## src/rtl/hamming_pkg.sv

```systemverilog
`default_nettype none
// ============================================================================
//  Module      : hamming_pkg
//  Description : Shared definitions for the Hamming(8,4) SECDED transmitter
//                and its matching decoder: FSM state type, codeword bit
//                positions, encoder and syndrome helpers.
//  Revision    : 1.0 - initial release
// ============================================================================
package hamming_pkg;

    // Serial framing FSM states
    typedef enum logic [1:0] {
        REPOSO = 2'd0,
        INICIO = 2'd1,
        DATOS  = 2'd2,
        PARADA = 2'd3
    } estado_t;

    // Bit positions inside the 8-bit codeword
    localparam logic [2:0] c_POS_P1 = 3'd0;
    localparam logic [2:0] c_POS_P2 = 3'd1;
    localparam logic [2:0] c_POS_D1 = 3'd2;
    localparam logic [2:0] c_POS_P3 = 3'd3;
    localparam logic [2:0] c_POS_D2 = 3'd4;
    localparam logic [2:0] c_POS_D3 = 3'd5;
    localparam logic [2:0] c_POS_D4 = 3'd6;
    localparam logic [2:0] c_POS_PT = 3'd7;

    // Builds the SECDED codeword; bit 7 makes the parity of all 8 bits even
    function automatic logic [7:0] calc_codigo(input logic [3:0] dato);
        logic [7:0] c;
        c           = 8'h00;
        c[c_POS_D1] = dato[0];
        c[c_POS_D2] = dato[1];
        c[c_POS_D3] = dato[2];
        c[c_POS_D4] = dato[3];
        c[c_POS_P1] = dato[0] ^ dato[1] ^ dato[3];
        c[c_POS_P2] = dato[0] ^ dato[2] ^ dato[3];
        c[c_POS_P3] = dato[1] ^ dato[2] ^ dato[3];
        c[c_POS_PT] = ^c[6:0];
        return c;
    endfunction

    // Hamming syndrome of a received word: the 1-based position of a single
    // flipped bit among bits [6:0], zero when the inner code is consistent
    function automatic logic [2:0] calc_sindrome(input logic [7:0] palabra);
        logic [2:0] s;
        s[0] = palabra[c_POS_P1] ^ palabra[c_POS_D1] ^ palabra[c_POS_D2] ^ palabra[c_POS_D4];
        s[1] = palabra[c_POS_P2] ^ palabra[c_POS_D1] ^ palabra[c_POS_D3] ^ palabra[c_POS_D4];
        s[2] = palabra[c_POS_P3] ^ palabra[c_POS_D2] ^ palabra[c_POS_D3] ^ palabra[c_POS_D4];
        return s;
    endfunction

endpackage : hamming_pkg
`default_nettype wire

```

## src/rtl/codificador_hamming_8_4.sv

```systemverilog
`default_nettype none
// ============================================================================
//  Module      : codificador_hamming_8_4
//  Description : Purely combinational Hamming(8,4) SECDED encoder.
//  Revision    : 1.0 - initial release
// ============================================================================
module codificador_hamming_8_4
    import hamming_pkg::*;
(
    input  logic [3:0] dato,
    output logic [7:0] codigo
);

    // Codeword straight from the shared package encoder
    always_comb begin
        codigo = calc_codigo(dato);
    end

endmodule : codificador_hamming_8_4
`default_nettype wire

```

## src/rtl/transmisor_hamming.sv

```systemverilog
`default_nettype none
// ============================================================================
//  Module      : transmisor_hamming
//  Description : Accepts a 4-bit nibble with a valid/ready handshake, encodes
//                it as a Hamming(8,4) SECDED codeword and sends it on a serial
//                line: start bit 0, 8 codeword bits LSB first, stop bit 1,
//                each bit lasting CICLOS_POR_BIT clock cycles.
//                Optional macro INYECCION_ERROR_EN adds port mascara_error;
//                the serialised word is then the codeword XOR the mask
//                sampled at transfer, while palabra stays the clean codeword.
//  Revision    : 1.0 - initial release
// ============================================================================
module transmisor_hamming
    import hamming_pkg::*;
#(
    parameter int CICLOS_POR_BIT = 4
) (
    input  logic       reloj,
    input  logic       reset_n,
    input  logic [3:0] dato,
    input  logic       valido,
`ifdef INYECCION_ERROR_EN
    input  logic [7:0] mascara_error,
`endif
    output logic       listo,
    output logic [7:0] palabra,
    output logic       tx,
    output logic       ocupado,
    output logic       fin
);

    // Last value of the per-bit cycle counter; the counter never goes past it
    localparam logic [7:0] c_CNT_MAX    = 8'(CICLOS_POR_BIT - 1);
    localparam logic [2:0] c_ULTIMO_BIT = 3'd7;

    estado_t    r_estado;
    estado_t    w_estado_sig;
    logic [7:0] r_cnt;
    logic [7:0] w_cnt_sig;
    logic [2:0] r_bit;
    logic [2:0] w_bit_sig;
    logic [7:0] r_desp;
    logic [7:0] w_desp_sig;
    logic [7:0] r_palabra;
    logic       r_tx;
    logic       r_listo;
    logic       r_ocupado;
    logic       r_fin;
    logic       w_tx_sig;
    logic       w_listo_sig;
    logic       w_ocupado_sig;
    logic       w_fin_sig;
    logic       w_carga;
    logic [7:0] w_codigo;
    logic [7:0] w_mascara;
    logic       w_transferencia;
    logic       w_fin_periodo;

    codificador_hamming_8_4 u_codificador (
        .dato   (dato),
        .codigo (w_codigo)
    );

`ifdef INYECCION_ERROR_EN
    assign w_mascara = mascara_error;
`else
    assign w_mascara = 8'h00;
`endif

    // listo is registered and is high only in REPOSO, so it gates the handshake
    assign w_transferencia = valido && r_listo;
    assign w_fin_periodo   = (r_cnt == c_CNT_MAX);

    // Next-state, counters, shift register and next values of the registered outputs
    always_comb begin
        w_estado_sig = r_estado;
        w_cnt_sig    = r_cnt;
        w_bit_sig    = r_bit;
        w_desp_sig   = r_desp;
        w_fin_sig    = 1'b0;
        w_carga      = 1'b0;

        case (r_estado)
            REPOSO: begin
                if (w_transferencia) begin
                    w_carga      = 1'b1;
                    w_estado_sig = INICIO;
                    w_cnt_sig    = 8'd0;
                    w_bit_sig    = 3'd0;
                    w_desp_sig   = w_codigo ^ w_mascara;
                end
            end
            INICIO: begin
                if (w_fin_periodo) begin
                    w_cnt_sig    = 8'd0;
                    w_estado_sig = DATOS;
                end else begin
                    w_cnt_sig = r_cnt + 8'd1;
                end
            end
            DATOS: begin
                if (w_fin_periodo) begin
                    w_cnt_sig = 8'd0;
                    if (r_bit == c_ULTIMO_BIT) begin
                        w_estado_sig = PARADA;
                    end else begin
                        w_bit_sig  = r_bit + 3'd1;
                        w_desp_sig = {1'b0, r_desp[7:1]};
                    end
                end else begin
                    w_cnt_sig = r_cnt + 8'd1;
                end
            end
            PARADA: begin
                if (w_fin_periodo) begin
                    w_cnt_sig    = 8'd0;
                    w_estado_sig = REPOSO;
                    w_fin_sig    = 1'b1;
                end else begin
                    w_cnt_sig = r_cnt + 8'd1;
                end
            end
            default: begin
                w_estado_sig = REPOSO;
                w_cnt_sig    = 8'd0;
                w_bit_sig    = 3'd0;
            end
        endcase

        // Outputs follow the state being entered so they can be registered
        case (w_estado_sig)
            INICIO:  w_tx_sig = 1'b0;
            DATOS:   w_tx_sig = w_desp_sig[0];
            default: w_tx_sig = 1'b1;
        endcase
        w_listo_sig   = (w_estado_sig == REPOSO);
        w_ocupado_sig = (w_estado_sig != REPOSO);
    end

    // State, counters and registered outputs; reset aborts any frame at once
    always_ff @(posedge reloj or negedge reset_n) begin
        if (!reset_n) begin
            r_estado  <= REPOSO;
            r_cnt     <= 8'd0;
            r_bit     <= 3'd0;
            r_desp    <= 8'h00;
            r_palabra <= 8'h00;
            r_tx      <= 1'b1;
            r_listo   <= 1'b1;
            r_ocupado <= 1'b0;
            r_fin     <= 1'b0;
        end else begin
            r_estado  <= w_estado_sig;
            r_cnt     <= w_cnt_sig;
            r_bit     <= w_bit_sig;
            r_desp    <= w_desp_sig;
            r_tx      <= w_tx_sig;
            r_listo   <= w_listo_sig;
            r_ocupado <= w_ocupado_sig;
            r_fin     <= w_fin_sig;
            if (w_carga) begin
                r_palabra <= w_codigo;
            end
        end
    end

    assign listo   = r_listo;
    assign palabra = r_palabra;
    assign tx      = r_tx;
    assign ocupado = r_ocupado;
    assign fin     = r_fin;

endmodule : transmisor_hamming
`default_nettype wire
```

## config.mk

```make
export PLATFORM = sky130hd
export DESIGN_NAME = transmisor_hamming
export DESIGN_NICKNAME = d
export VERILOG_FILES = /design/src/rtl/hamming_pkg.sv /design/src/rtl/codificador_hamming_8_4.sv /design/src/rtl/transmisor_hamming.sv
export SDC_FILE = /design/constraint.sdc
export NUM_CORES = 1
export LEC_CHECK = 0
export CAP_MARGIN = 20
export CORE_MARGIN = 10
export CORE_UTILIZATION = 45
export DETAILED_ROUTE_END_ITERATION = 8
export PLACE_DENSITY = 0.7
export RECOVER_POWER = 100
export SLEW_MARGIN = 30
export SYNTH_ARGS = -nofsm -noshare
export SYNTH_HDL_FRONTEND = slang
export SYNTH_SLANG_ARGS = --single-unit
```

## constraint.sdc

```tcl
create_clock -name reloj -period 2.1 [get_ports reloj]
set_input_delay 0.21 -clock reloj [delete_from_list [all_inputs] [get_ports reloj]]
set_output_delay 0.21 -clock reloj [all_outputs]
set_load 0.02 [all_outputs]
```

==> impl_metrics.csv <==
group,metric,value,unit
yosys,netlist_area,0.00153,mm2
layout,syn_to_final_growth,24.0,%
yosys,synth_sequential_area_ratio,0.541,
sta,timing.final.max_slew_violations,0,
clocking,cts_tree,"built",
yosys,synthCells,136,
global_route,maximum_number_of_pins_on_one_net_before_global_route_repair,34,
clocking,clockRootBuffer,"clkbuf_4",
floorplan,fp.dieW,78.3,um
drt,vias,1199,
worst_setup_path,crit-reg2reg-capture,"r_desp[1]",
sta,timing.fmax,0.488,GHz
global_route,antenna_found_initial,0,
clocking,num_cts_buffers,5,
yosys,syn_area_per_cell,11.3,um2
sta,worst-slew-pin-transition,794,ps
sta,setup-tns-final,0,ps
clocking,cts-root-to-sink-buffers,2,
drt,route.detailed.drc,0,
drt,drt-met1-wl,1.44,mm
worst_hold_path,path_category_of_the_worst_min_delay_check,"input port to asynchronous set/reset pin",
yosys,yosys.area_share.xor_xnor,0.0229,
floorplan,die-area,0.00614,mm2
floorplan,ios,19,
placed_design,port_buffers,18,
floorplan,row_count,21,
layout,final_common_cell,"dfrtp_1",
layout,fin_util,0.574,
run_status,status,"finished, final reports clean",
worst_setup_path,timing.critical_path.required,2330,ps
yosys,synth_nets,146,
drt,drt_pass1_iterations,4,
yosys,yosysWarningCount,0,
worst_setup_path,setup.worst_path.end_class,"register",
power,power_per_cell_area,575,mW/mm2
yosys,synth_top_flop_cell,"dfrtp_1",
worst_setup_path,timing.critical_path.from_type,"register",
sta,fin_crit,2050,ps
power,p_leak,0.950,nW
clocking,worst_setup_hold_path_clk_slew,110,ps
clocking,clkSinkCount,33,
flow_run,timing.max_cap.violations,0,
placed_design,place_hpwl,2.36,mm
worst_setup_path,reg2reg_slack,50,ps
layout,mostFrequentLayoutCells,"31 x dfrtp_1, 13 x dlygate4sd3_1, 12 x nand2_1",
global_route,all_layer_global_routing_usage,0.112,
layout,num_antenna_cells,0,
worst_setup_path,worst_r2r_startpoint,"r_cnt[1]",
layout,fraction_of_layout_cells_with_a_size_suffix_above_1,0.195,
sta,relSlewSlack,0.471,
sta,worst_slack,49.7,ps
clocking,h-tree-depth,2,
yosys,synth-adder-area-share,0.0245,
drt,highest_metal_layer_with_signal_wires,"met4",
worst_setup_path,cp_max_fo,11,
yosys,postSynth.asyncResetShare,1.00,
global_route,grt_first_pass_wirelength,5.54,mm
sta,fin_skew,16.6,ps
worst_setup_path,critical_path_arrival,2280,ps
global_route,globalRouteOverflowTotal,0,
layout,filler_cell_count,302,
worst_setup_path,critPathLaunch,"r_cnt[1]",
drt,met3_wirelength,272,um
floorplan,initial_utilization,0.463,
sta,hold_viol,0,
yosys,synthMuxAreaShare,0.0270,
yosys,synth_top_family_by_area,"compound AO/OA/AOI/OAI gates",
floorplan,die_height,78.3,um
worst_setup_path,number_of_cell_instances_on_the_worst_register_to_register_path,5,
layout,design_area,0.00190,mm2
clocking,clk_latency,350,ps
yosys,complex_gate_fraction_of_the_synthesized_area,0.189,
yosys,synth-edff-count,0,
yosys,basic_gate_share_of_the_synthesized_area_counting_and_or_nand_and_nor_cells,0.181,
power,vdd.ir_drop.worst,0.000299,V
placed_design,finalWeightedCongestion,0.797,
layout,nNetsFinal,178,
sta,setup_viol,0,
yosys,synth_seq_cells,33,
placed_design,placed_area,0.00181,mm2
layout,multi_input_area,698,um2
worst_setup_path,crit_type,"register to register",
sta,final_min_period_over_clock_period,0.976,
layout,area.sequential,828,um2
drt,detailroute.wirelength.met2,1.49,mm
drt,ant_nets,0,
drt,drtIter0Drc,108,
yosys,netlist-cell-type-count,42,
drt,drt-vias-per-instance,5.58,
global_route,grt_pass1_vias,1189,
floorplan,coreArea,0.00331,mm2
drt,totalWireLength,3.26,mm
drt,post_drt_wl_per_cell,15.2,um
placed_design,place_ws,41.7,ps
[synth_stat cells (2+ instances only)]
master   number  area share
a21o_1        8       0.039
a21oi_1       6       0.020
a221o_1       6       0.039
a22o_1        2       0.011
and2_1        4       0.016
and3_1        2      0.0082
dfrtp_1      31        0.51
dfstp_2       2       0.034
ha_1          3       0.025
inv_1         2      0.0049
mux2i_1       3       0.020
nand2_1      12       0.029
nand3_1       7       0.023
nor2_1        6       0.015
nor2b_1       2      0.0082
nor3_1        2      0.0065
o21ai_0       6       0.020
or2_2         6       0.025
xnor2_1       3       0.017
[stage by stage]
| step | std cells | total power, W | hold WS [ps] |
|---|---|---|---|
| 5_1_grt | 215 | 0.00115 | 504 |
| 3_3_place_gp | 205 | 0.000689 | 462 |
| 4_1_cts | 213 | 0.00110 | 268 |
| 2_1_floorplan | 136 | 0.000660 | -85.6 |
| 3_5_place_dp | 205 | 0.000690 | 464 |
| 6_report | 215 | 0.00109 | 462 |
[layout make-up]
class                   instances  share of cell area
multi-input cells              99               0.368
inverters                       2             0.00395
clock buffers                   7              0.0343
flip-flops and latches         33               0.436
clock inverters                 1             0.00264
well taps                      46              0.0303
repair buffers                 27               0.125
[how the worst max path moves through the flow]
stage | endpoint | slack [ps]
6_report | r_desp[1] | 50
3_5_place_dp | r_desp[1] | 40
3_3_place_gp | r_desp[1] | 110
4_1_cts | r_desp[1] | 30
5_1_grt | r_desp[1] | -10
2_1_floorplan | r_desp[0] | -20
[sequential cells by signal, summed over array words and instances, names as in the netlist]
register  count
ocupado       1
r_bit         3
tx            1
r_cnt         8
r_desp        8
r_estado      2
listo         1
fin           1
palabra       8
[what timing repair did]
item,CTS,global route
gates resized for setup,0,2
buffers inserted,0,2
hold buffers,0,0
endpoints found under the setup margin,0,7
[critical path, cell delays in order (launching register included)]
cell,delay (ps)
dfrtp_1,450
ha_4,180
or4b_4,500
nor4b_4,350
nor2_4,120
a221o_2,340
[routing by layer]
layer | track usage | vias to the layer above
met4 | 0.0502 | 0
li1 | - | 567
met5 | 0 | -
met1 | 0.123 | 591
met3 | 0.0569 | 6
met2 | 0.178 | 35
[cell families after synthesis]
logic type | Yosys count
xor+xnor | 4
compound gates | 39
flops | 33
fa+ha+maj | 3
simple gates | 49
buf+inv | 4
mux | 4
[report_power, final]
part	leakage [nW]	switching [W]	total, W	internal, W
clock network	0.0413	0.000223	0.000417	0.000194
registers	0.423	0	0.000635	0.000635
logic	0.485	0.0000229	0.0000404	0.0000175
total	0.950	0.000246	0.00109	0.000847
Note: power is estimated with default switching activity, not from simulation.
